<file path="config.mk">
export PLATFORM = sky130hd
export DESIGN_NAME = uart_reg_rx
export DESIGN_NICKNAME = d
export VERILOG_FILES = /design/src/rtl/uart_reg_rx.sv
export SDC_FILE = /design/constraint.sdc
export NUM_CORES = 1
export LEC_CHECK = 0
export BUFFER_PORTS_ARGS = -buffer_cell sky130_fd_sc_hd__buf_2
export CORE_UTILIZATION = 40
export DETAILED_ROUTE_END_ITERATION = 7
export GPL_ROUTABILITY_DRIVEN = 0
export HOLD_SLACK_MARGIN = 0.12
export PLACE_DENSITY = 0.65
export SLEW_MARGIN = 30
export SYNTH_ARGS = -nofsm -noshare
export SYNTH_HDL_FRONTEND = slang
export SYNTH_SLANG_ARGS = --single-unit
</file>
<file path="constraint.sdc">
create_clock -name clk -period 2.6 [get_ports clk]
set_input_delay 0.13 -clock clk [delete_from_list [all_inputs] [get_ports clk]]
set_output_delay 0.13 -clock clk [all_outputs]
set_load 0.01 [all_outputs]
</file>
<file path="src/rtl/uart_reg_rx.sv">
// Oversampling serial register-write receiver: frames start/payload/[parity]/stop
// and turns each good frame into a bank-select update or a banked register write.
module uart_reg_rx #(
  parameter int OVERSAMPLE = 5,
  parameter int ADDR_W     = 3,
  parameter int DATA_W     = 4,
  parameter int BANK_W     = 2,
  parameter int PARITY_EN  = 0,
  parameter int PARITY_ODD = 0
) (
  input  logic                     clk,
  input  logic                     rst,
  input  logic                     rx,
  output logic                     out_valid,
  input  logic                     out_ready,
  output logic [BANK_W+ADDR_W-1:0] out_addr,
  output logic [DATA_W-1:0]        out_data,
  output logic [BANK_W-1:0]        bank_sel,
  output logic                     busy,
  output logic                     frame_err,
  output logic                     parity_err,
  output logic                     overrun
);
  localparam int N  = DATA_W + ADDR_W + 1;
  localparam int TW = $clog2(OVERSAMPLE);
  localparam int BW = $clog2(N + 1);

  localparam logic [TW-1:0] TICK_MID = TW'(OVERSAMPLE / 2);
  localparam logic [TW-1:0] TICK_END = TW'(OVERSAMPLE - 1);
  localparam logic [BW-1:0] LAST_BIT = BW'(N - 1);

  localparam logic [2:0] IDLE   = 3'd0;
  localparam logic [2:0] START  = 3'd1;
  localparam logic [2:0] DATA   = 3'd2;
  localparam logic [2:0] PARITY = 3'd3;
  localparam logic [2:0] STOP   = 3'd4;

  logic          rx_s1, rx_s2, rx_s3;
  logic [2:0]    state;
  logic [TW-1:0] tick;
  logic [BW-1:0] bitcnt;
  logic [N-1:0]  shreg;
  logic          perr;

  logic fall, sample_end, stop_done, frame_ok, flag, load_ok;

  assign fall       = rx_s3 & ~rx_s2;
  assign sample_end = (tick == TICK_END);
  assign stop_done  = (state == STOP) && sample_end;
  assign frame_ok   = stop_done & rx_s2 & ~perr;
  assign flag       = shreg[N-1];
  assign load_ok    = frame_ok & ~flag & (~out_valid | out_ready);
  assign busy       = (state != IDLE);

  always_ff @(posedge clk) begin
    if (rst) begin
      rx_s1      <= 1'b1;
      rx_s2      <= 1'b1;
      rx_s3      <= 1'b1;
      state      <= IDLE;
      tick       <= '0;
      bitcnt     <= '0;
      shreg      <= '0;
      perr       <= 1'b0;
      out_valid  <= 1'b0;
      out_addr   <= '0;
      out_data   <= '0;
      bank_sel   <= '0;
      frame_err  <= 1'b0;
      parity_err <= 1'b0;
      overrun    <= 1'b0;
    end else begin
      rx_s1      <= rx;
      rx_s2      <= rx_s1;
      rx_s3      <= rx_s2;
      frame_err  <= 1'b0;
      parity_err <= 1'b0;
      overrun    <= 1'b0;

      case (state)
        IDLE: begin
          tick   <= '0;
          bitcnt <= '0;
          perr   <= 1'b0;
          if (fall) state <= START;
        end
        START: begin
          // A start bit that is high again by mid-bit was only a glitch.
          if (tick == TICK_MID) begin
            tick  <= '0;
            state <= rx_s2 ? IDLE : DATA;
          end else tick <= tick + 1'b1;
        end
        DATA: begin
          if (sample_end) begin
            tick   <= '0;
            shreg  <= {rx_s2, shreg[N-1:1]};
            bitcnt <= bitcnt + 1'b1;
            if (bitcnt == LAST_BIT) state <= (PARITY_EN != 0) ? PARITY : STOP;
          end else tick <= tick + 1'b1;
        end
        PARITY: begin
          if (sample_end) begin
            tick  <= '0;
            perr  <= ((^shreg) ^ rx_s2) != 1'(PARITY_ODD);
            state <= STOP;
          end else tick <= tick + 1'b1;
        end
        STOP: begin
          // Back to IDLE at mid-stop so the next start edge is not missed.
          if (sample_end) begin
            tick  <= '0;
            state <= IDLE;
          end else tick <= tick + 1'b1;
        end
        default: state <= IDLE;
      endcase

      if (stop_done && !rx_s2) frame_err <= 1'b1;
      if (stop_done && rx_s2 && perr) parity_err <= 1'b1;
      if (frame_ok && flag) bank_sel <= shreg[BANK_W-1:0];

      if (frame_ok && !flag && out_valid && !out_ready) overrun <= 1'b1;

      if (load_ok) begin
        out_valid <= 1'b1;
        out_addr  <= {bank_sel, shreg[DATA_W+ADDR_W-1:DATA_W]};
        out_data  <= shreg[DATA_W-1:0];
      end else if (out_valid && out_ready) begin
        out_valid <= 1'b0;
      end
    end
  end
endmodule

</file>
==> results of run 1 <==
[stage by stage]
stage,cell area [sq um],hold slack (ns),total power [mW]
after global routing,1810,0.180,1.04
after detailed placement,1710,0.320,0.619
after global placement,1710,0.317,0.618
after floorplan,1610,0.234,0.612
final,1810,0.152,0.998
after CTS,1810,0.143,1.01
[kinds of logic (layout without fill, tap and decap cells)]
kind of cell	Yosys count	in the layout	share of synthesized area, %
multiplexers	21	21	13.1
buffers and inverters	13	32	4.28
flip-flops	37	37	46.1
adder cells (fa/ha/maj)	4	4	3.11
XOR/XNOR	9	9	5.76
AO/OA/AOI/OAI	15	15	6.46
AND/OR/NAND/NOR	70	70	21.2
[state kept, by name, summed over array words and instances, names as in the netlist]
register    count
overrun         1
bitcnt          4
bank_sel        2
state           3
tick            3
parity_err      1
rx_s1           1
out_data        4
rx_s3           1
shreg           8
out_valid       1
out_addr        5
frame_err       1
rx_s2           1
perr            1
[critical path: stages (launching register included)]
cell	delay, ns
dfxtp_1	0.33
inv_1	0.09
ha_1	0.13
and2_2	0.18
nand4_1	0.15
or3_4	0.39
nor2b_4	0.32
mux2i_1	0.22
[timing repair]
item                                   4_1_cts  5_1_grt
resized for setup                            0        0
setup endpoints to repair                    0        0
hold buffers                                 1        0
endpoints found under the hold margin        1        0
[power breakdown]
| group | internal, mW | switching, mW | total (mW) |
|---|---|---|---|
| combinational | 0.0113 | 0.0222 | 0.0335 |
| sequential | 0.570 | 0.00423 | 0.574 |
| clock | 0.210 | 0.180 | 0.390 |
[routing by layer]
layer	share of wire, %	vias to the layer above
met5	0	-
met2	41	27
met1	52	528
met4	2.0	0
li1	-	602
met3	4.8	5
[Yosys cell counts, types with 2 or more instances]
| master | number | share of area (%) |
|---|---|---|
| xnor2_1 | 5 | 2.7 |
| mux2i_1 | 21 | 13 |
| a21oi_1 | 5 | 1.6 |
| nor3b_1 | 2 | 0.93 |
| nand2b_1 | 2 | 0.78 |
| nor3_1 | 4 | 1.2 |
| nand2_1 | 24 | 5.6 |
| xor2_1 | 3 | 1.6 |
| dfxtp_1 | 37 | 46 |
| buf_6 | 2 | 1.4 |
| clkbuf_1 | 4 | 0.93 |
| nor2_1 | 22 | 5.1 |
| nand4_1 | 2 | 0.78 |
| and2b_1 | 2 | 0.93 |
| or2_2 | 3 | 1.2 |
| ha_1 | 4 | 3.1 |
| inv_1 | 4 | 0.93 |
[how the worst max path moves through the flow]
stage                         startpoint                        to  cells after the start
finish              tick[0]$_SDFFE_PP0P_  out_data[3]$_SDFFE_PP0P_                      7
global route        tick[0]$_SDFFE_PP0P_  out_data[2]$_SDFFE_PP0P_                      7
CTS                 tick[0]$_SDFFE_PP0P_  out_data[3]$_SDFFE_PP0P_                      7
detailed placement  tick[0]$_SDFFE_PP0P_  out_data[3]$_SDFFE_PP0P_                      7
global placement    tick[0]$_SDFFE_PP0P_  out_data[3]$_SDFFE_PP0P_                      7
floorplan           tick[0]$_SDFFE_PP0P_  out_addr[0]$_SDFFE_PP0P_                      8
[cell type report]
| class | count | area share [%] |
|---|---|---|
| Tap cell | 48 | 3.32 |
| Sequential cell | 37 | 40.9 |
| Clock buffer | 7 | 4.77 |
| Timing Repair Buffer | 20 | 5.81 |
| Inverter | 5 | 1.04 |
| Multi-Input combinational cell | 119 | 44.1 |
==> run metrics, run 1 <==
met1 Use GR 18.4%; Die Width 65.4 microns; # H-tree levels 2; drt total wl 2.74 mm; vias 1162; Skew-Pair Late Insertion Delay 0.28 ns; area growth from synthesis to layout 12.5%; unrepaired setup endpoints after global routing false; ratio of final minimum period to clock period 72.7%; number of DRC markers in iteration 0 63; Hold Path Sink overrun$_SDFF_PP0_; Final nets 196; # rows 22; CP endpoint kind flop; Root Buffer clkbuf_8; Critical Path Start Type flop; GRT Overall Usage 13.9%; Avg WL per Cell 11.6 microns; commonest non-fill, non-tap cells in the layout 37 x dfxtp_1, 24 x nand2_1, 22 x nor2_1; Slew @ Worst Pin 0.640 ns; antenna diode count 0; antenna-violating nets left 0; maximum clock rate 529 MHz; number of flops mapped to enable cells by yosys 0; post-DP HPWL 1.87 mm; area occupied by multi-input gates 798 sq um; Seq/Total Area, Yosys 46.1%; MaxCap Viol Count 0; Cell variety after synth 40; clk sinks 37; Crit path required time 2.81 ns; Setup Crit Path Kind reg -> reg; number of fill cells 348; worst slack at placement 0.693 ns; Initial Util 42.6%; IO Count 20; Yosys warning count 0; slack of the worst reg-to-reg path 0.71 ns; busiest grt layer met2; die area 4280 sq um; Synth Register Bits 37; ys flop type dfxtp_1; r2r startpoint tick[0]$_SDFFE_PP0P_; status complete, no violations; Slew Limit Fails 0; Hold Path Stages 3; Pleak 0.724 nW; Fin. Hold Viols 0; Slew HR 57.4%; cells on worst reg2reg path 7; setup tns final 0 ns; share of synthesized registers carrying an async set or reset 0%; initial antenna violation count 0; Final Core Density 48.0%; routing usage on met3 4.34%; sequential cell area 741 sq um; clock buffer depth 2; most common cell after layout, fill and taps aside dfxtp_1; vias in the first global route 1010; fin cells 236; critical hold path startpoint out_ready; Die Y 65.4 microns; Placed Instances 228; CTS tree done; met2 Resource Use GR 19.7%; drt pass-1 iters 4; largest net degree at the start of global routing 28; post-layout min period 1.89 ns; total gr overflow 0; Inserted Clock Buffers 5; Mapped Nets 177; first-pass GRT wire length 4.49 mm; peak supply drop 319 uV; drc violations 0; Worst Hold Class in -> reg; Mapped Cells 169; Core Area 3770 sq um; worst path arrival time 2.10 ns; post-DR vias/cell 4.92; PortBufs 19; Reg-to-Reg End out_data[3]$_SDFFE_PP0P_; Crit Path Max Fanout 9; Pwr per Cell Area 552 nW/um^2; Worst-path clk slew 0.07 ns; clk_skew 0.00387 ns; Final WS setup 0.709 ns; Avg Inst Size Synth 9.51 sq um; Cell Area, Synth 1610 sq um; number of post-CTS setup repair buffers 0; final setup vio count 0; share of cells above drive strength 1 18.6%
Note: power is estimated with default switching activity, not from simulation.
==> run 2, diff against run 1 <==
--- a/config.mk
+++ b/config.mk
@@ -5,12 +5,13 @@
 export SDC_FILE = /design/constraint.sdc
 export NUM_CORES = 1
 export LEC_CHECK = 0
+export ABC_AREA = 1
 export BUFFER_PORTS_ARGS = -buffer_cell sky130_fd_sc_hd__buf_2
 export CORE_UTILIZATION = 40
 export DETAILED_ROUTE_END_ITERATION = 7
 export GPL_ROUTABILITY_DRIVEN = 0
 export HOLD_SLACK_MARGIN = 0.12
-export PLACE_DENSITY = 0.65
+export PLACE_DENSITY = 0.66
 export SLEW_MARGIN = 30
 export SYNTH_ARGS = -nofsm -noshare
 export SYNTH_HDL_FRONTEND = slang
==> constraint.sdc (replaced) <==
create_clock -name clk -period 1.5 [get_ports clk]
set_input_delay 0.075 -clock clk [delete_from_list [all_inputs] [get_ports clk]]
set_output_delay 0.075 -clock clk [all_outputs]
set_load 0.01 [all_outputs]
==> run 2 against run 1 <==
Effect of this change:
- synthesized cell count grew 41%
- cell count grew 37%
- die area grew 7.8%
- global-route usage grew 3.0 points
- clock-buffer cell count shrank 2
- first-iteration DRC count grew 14%
- sequential power grew 99%
- power grew to 2.7 times the previous value
- critical path type unchanged
==> run metrics, run 2 <==
status complete, no violations; post-layout min period 1.42 ns; Core Area 4090 sq um; number of flops mapped to enable cells by yosys 0; Crit Path Max Fanout 6; Initial Util 42.5%; peak supply drop 654 uV; Synth Register Bits 37; Commonest cells post-synth 68 x nand2_1, 37 x dfxtp_1, 26 x inv_1, 24 x a21oi_1, 14 x nor2_1; ys flop type dfxtp_1; worst path arrival time 1.60 ns; critical hold path startpoint rst; Largest Register shreg; final setup vio count 0; post-DR vias/cell 4.87; PortBufs 19; share of cells above drive strength 1 23.8%; most frequent CP cell nand2_2; Avg WL per Cell 11.1 microns; max FFs per register 8; number of DRC markers in iteration 0 72; commonest non-fill, non-tap cells in the layout 66 x nand2_1, 35 x dfxtp_1, 23 x inv_1, 23 x a21oi_1, 19 x buf_2; clock buffer depth 2; r2r startpoint tick[0]$_SDFFE_PP0P_; most common cell after layout, fill and taps aside nand2_1; Pwr per Cell Area 1270 nW/um^2; Die Y 67.9 microns; antenna-violating nets left 0; most frequent cell after synthesis nand2_1; MaxCap Viol Count 0; Skew-Pair Late Insertion Delay 0.29 ns; Slew HR 65.4%; design area 2110 sq um; Die Width 67.9 microns; Mapped Nets 247; Cell Area, Synth 1740 sq um; first-pass GRT wire length 5.90 mm; Seq/Total Area, Yosys 42.7%; Fin. Hold Viols 0; Worst-path clk slew 0.07 ns; initial antenna violation count 0; share of synthesized registers carrying an async set or reset 0%; Synth area leaders dfxtp_1 43%, nand2_1 15%, a21oi_1 6.9%; Placed Instances 312; Crit path required time 1.68 ns; largest net degree at the start of global routing 20; IO Count 20; area growth from synthesis to layout 21.5%; die area 4610 sq um; ratio of final minimum period to clock period 94.8%; Cell Area, Placed 1950 sq um; post-DP HPWL 2.45 mm; antenna diode count 0; CTS tree done; Synth area leader dfxtp_1; top flop regs shreg (8), out_addr (5); slowest CP cell dfxtp_2; CP endpoint kind flop; Slew @ Worst Pin 0.518 ns; Critical Path Start Type flop; clk sinks 37; crit-path cells inv_2 -> ha_4 -> nand2_2 -> inv_4 -> nand4_4 -> nor2_4 -> buf_6 -> nand2_2 -> nand2_1 -> a21oi_1; Slew Limit Fails 0; vias 1574; Setup Crit Path Kind reg -> reg; GRT Overall Usage 16.9%; number of fill cells 399; Yosys warning count 0; Worst Hold Class in -> reg; Min Hold Slack 0.196 ns; Avg Inst Size Synth 7.27 sq um; Cell variety after synth 28; drc violations 0; top cell type's share of synthesized area 42.7%; unrepaired setup endpoints after global routing true; Mapped Cells 239; drt total wl 3.57 mm; drt pass-1 iters 4; Inserted Clock Buffers 5; maximum clock rate 703 MHz; total gr overflow 0; crit path launch tick[0]$_SDFFE_PP0P_; # H-tree levels 2; Root Buffer clkbuf_8; vias in the first global route 1348; Pleak 0.939 nW; clk_skew 0.00365 ns; fin cells 323; Final nets 280; largest stage delay on the critical path 0.32 ns; # rows 23
run 2: cell families after synthesis:
family | share of synthesized area (%)
AND/OR/NAND/NOR | 32.9
AO/OA/AOI/OAI | 11.8
flip-flops | 42.7
buffers and inverters | 8.72
adder cells (fa/ha/maj) | 2.88
XOR/XNOR | 1.01
run 2: metrics by stage:
| step | total power, mW | utilization [%] | setup TNS, ns | setup WS, ns |
|---|---|---|---|---|
| 2_1_floorplan | 1.69 | - | 0 | 0.106 |
| 3_3_place_gp | 1.92 | 47.6 | 0 | 0.0304 |
| 3_5_place_dp | 1.93 | 47.6 | -0.00548 | -0.00404 |
| 4_1_cts | 2.60 | 50.2 | 0 | 0.0604 |
| 5_1_grt | 2.86 | 51.6 | -0.0644 | -0.0156 |
| 6_report | 2.67 | 51.6 | 0 | 0.0779 |
run 2: path summary, 6_finish.rpt:
| path | end | cells after the start | slack [ns] |
|---|---|---|---|
| max | bank_sel[0]$_SDFFE_PP0P_ | 10 | 0.08 |
| min reg2reg | rx_s2$_SDFF_PP1_ | 1 | 0.41 |
| min | out_data[0]$_SDFFE_PP0P_ | 3 | 0.20 |
| max reg2reg | bank_sel[0]$_SDFFE_PP0P_ | 10 | 0.08 |
run 2: cell type report:
cell class	instances	area (sq um)	share of cell area (%)
flip-flops and latches	37	743	35.2
inverters	27	104	4.92
clock inverters	3	17.5	0.830
repair buffers	34	230	10.9
multi-input cells	167	883	41.9
well taps	50	62.6	2.97
clock buffers	5	68.8	3.26
run 2: metal layers:
| layer | routed length [microns] | track usage (%) | vias to the layer above |
|---|---|---|---|
| met4 | 16 | 4.69 | 0 |
| met2 | 1640 | 25.5 | 36 |
| met1 | 1760 | 23.9 | 693 |
| met5 | 0 | 0 | - |
| met3 | 159 | 4.00 | 3 |
| li1 | - | - | 842 |
run 2: timing repair:
action / CTS / global route
pin swaps: 0 / 4
endpoints found under the hold margin: 1 / 0
setup buffers: 0 / 2
hold buffers: 1 / 0
gates resized for setup: 2 / 14
endpoints found under the setup margin: 9 / 15
run 2: power by group:
part / switching (mW) / leakage [nW] / internal [mW]
clock network: 0.348 / 0.0439 / 0.320
registers: 0.0902 / 0.300 / 1.04
logic: 0.522 / 0.594 / 0.345
total: 0.960 / 0.939 / 1.71
run 2: worst max-delay path, delay by kind of cell (launching register included):
| kind | cells | cell delay [ns] |
|---|---|---|
| adders and majority gates | 1 | 0.13 |
| DFF | 1 | 0.32 |
| buffers and inverters | 3 | 0.31 |
| AOI/OAI and AO/OA | 1 | 0.05 |
| and+or+nand+nor | 5 | 0.50 |
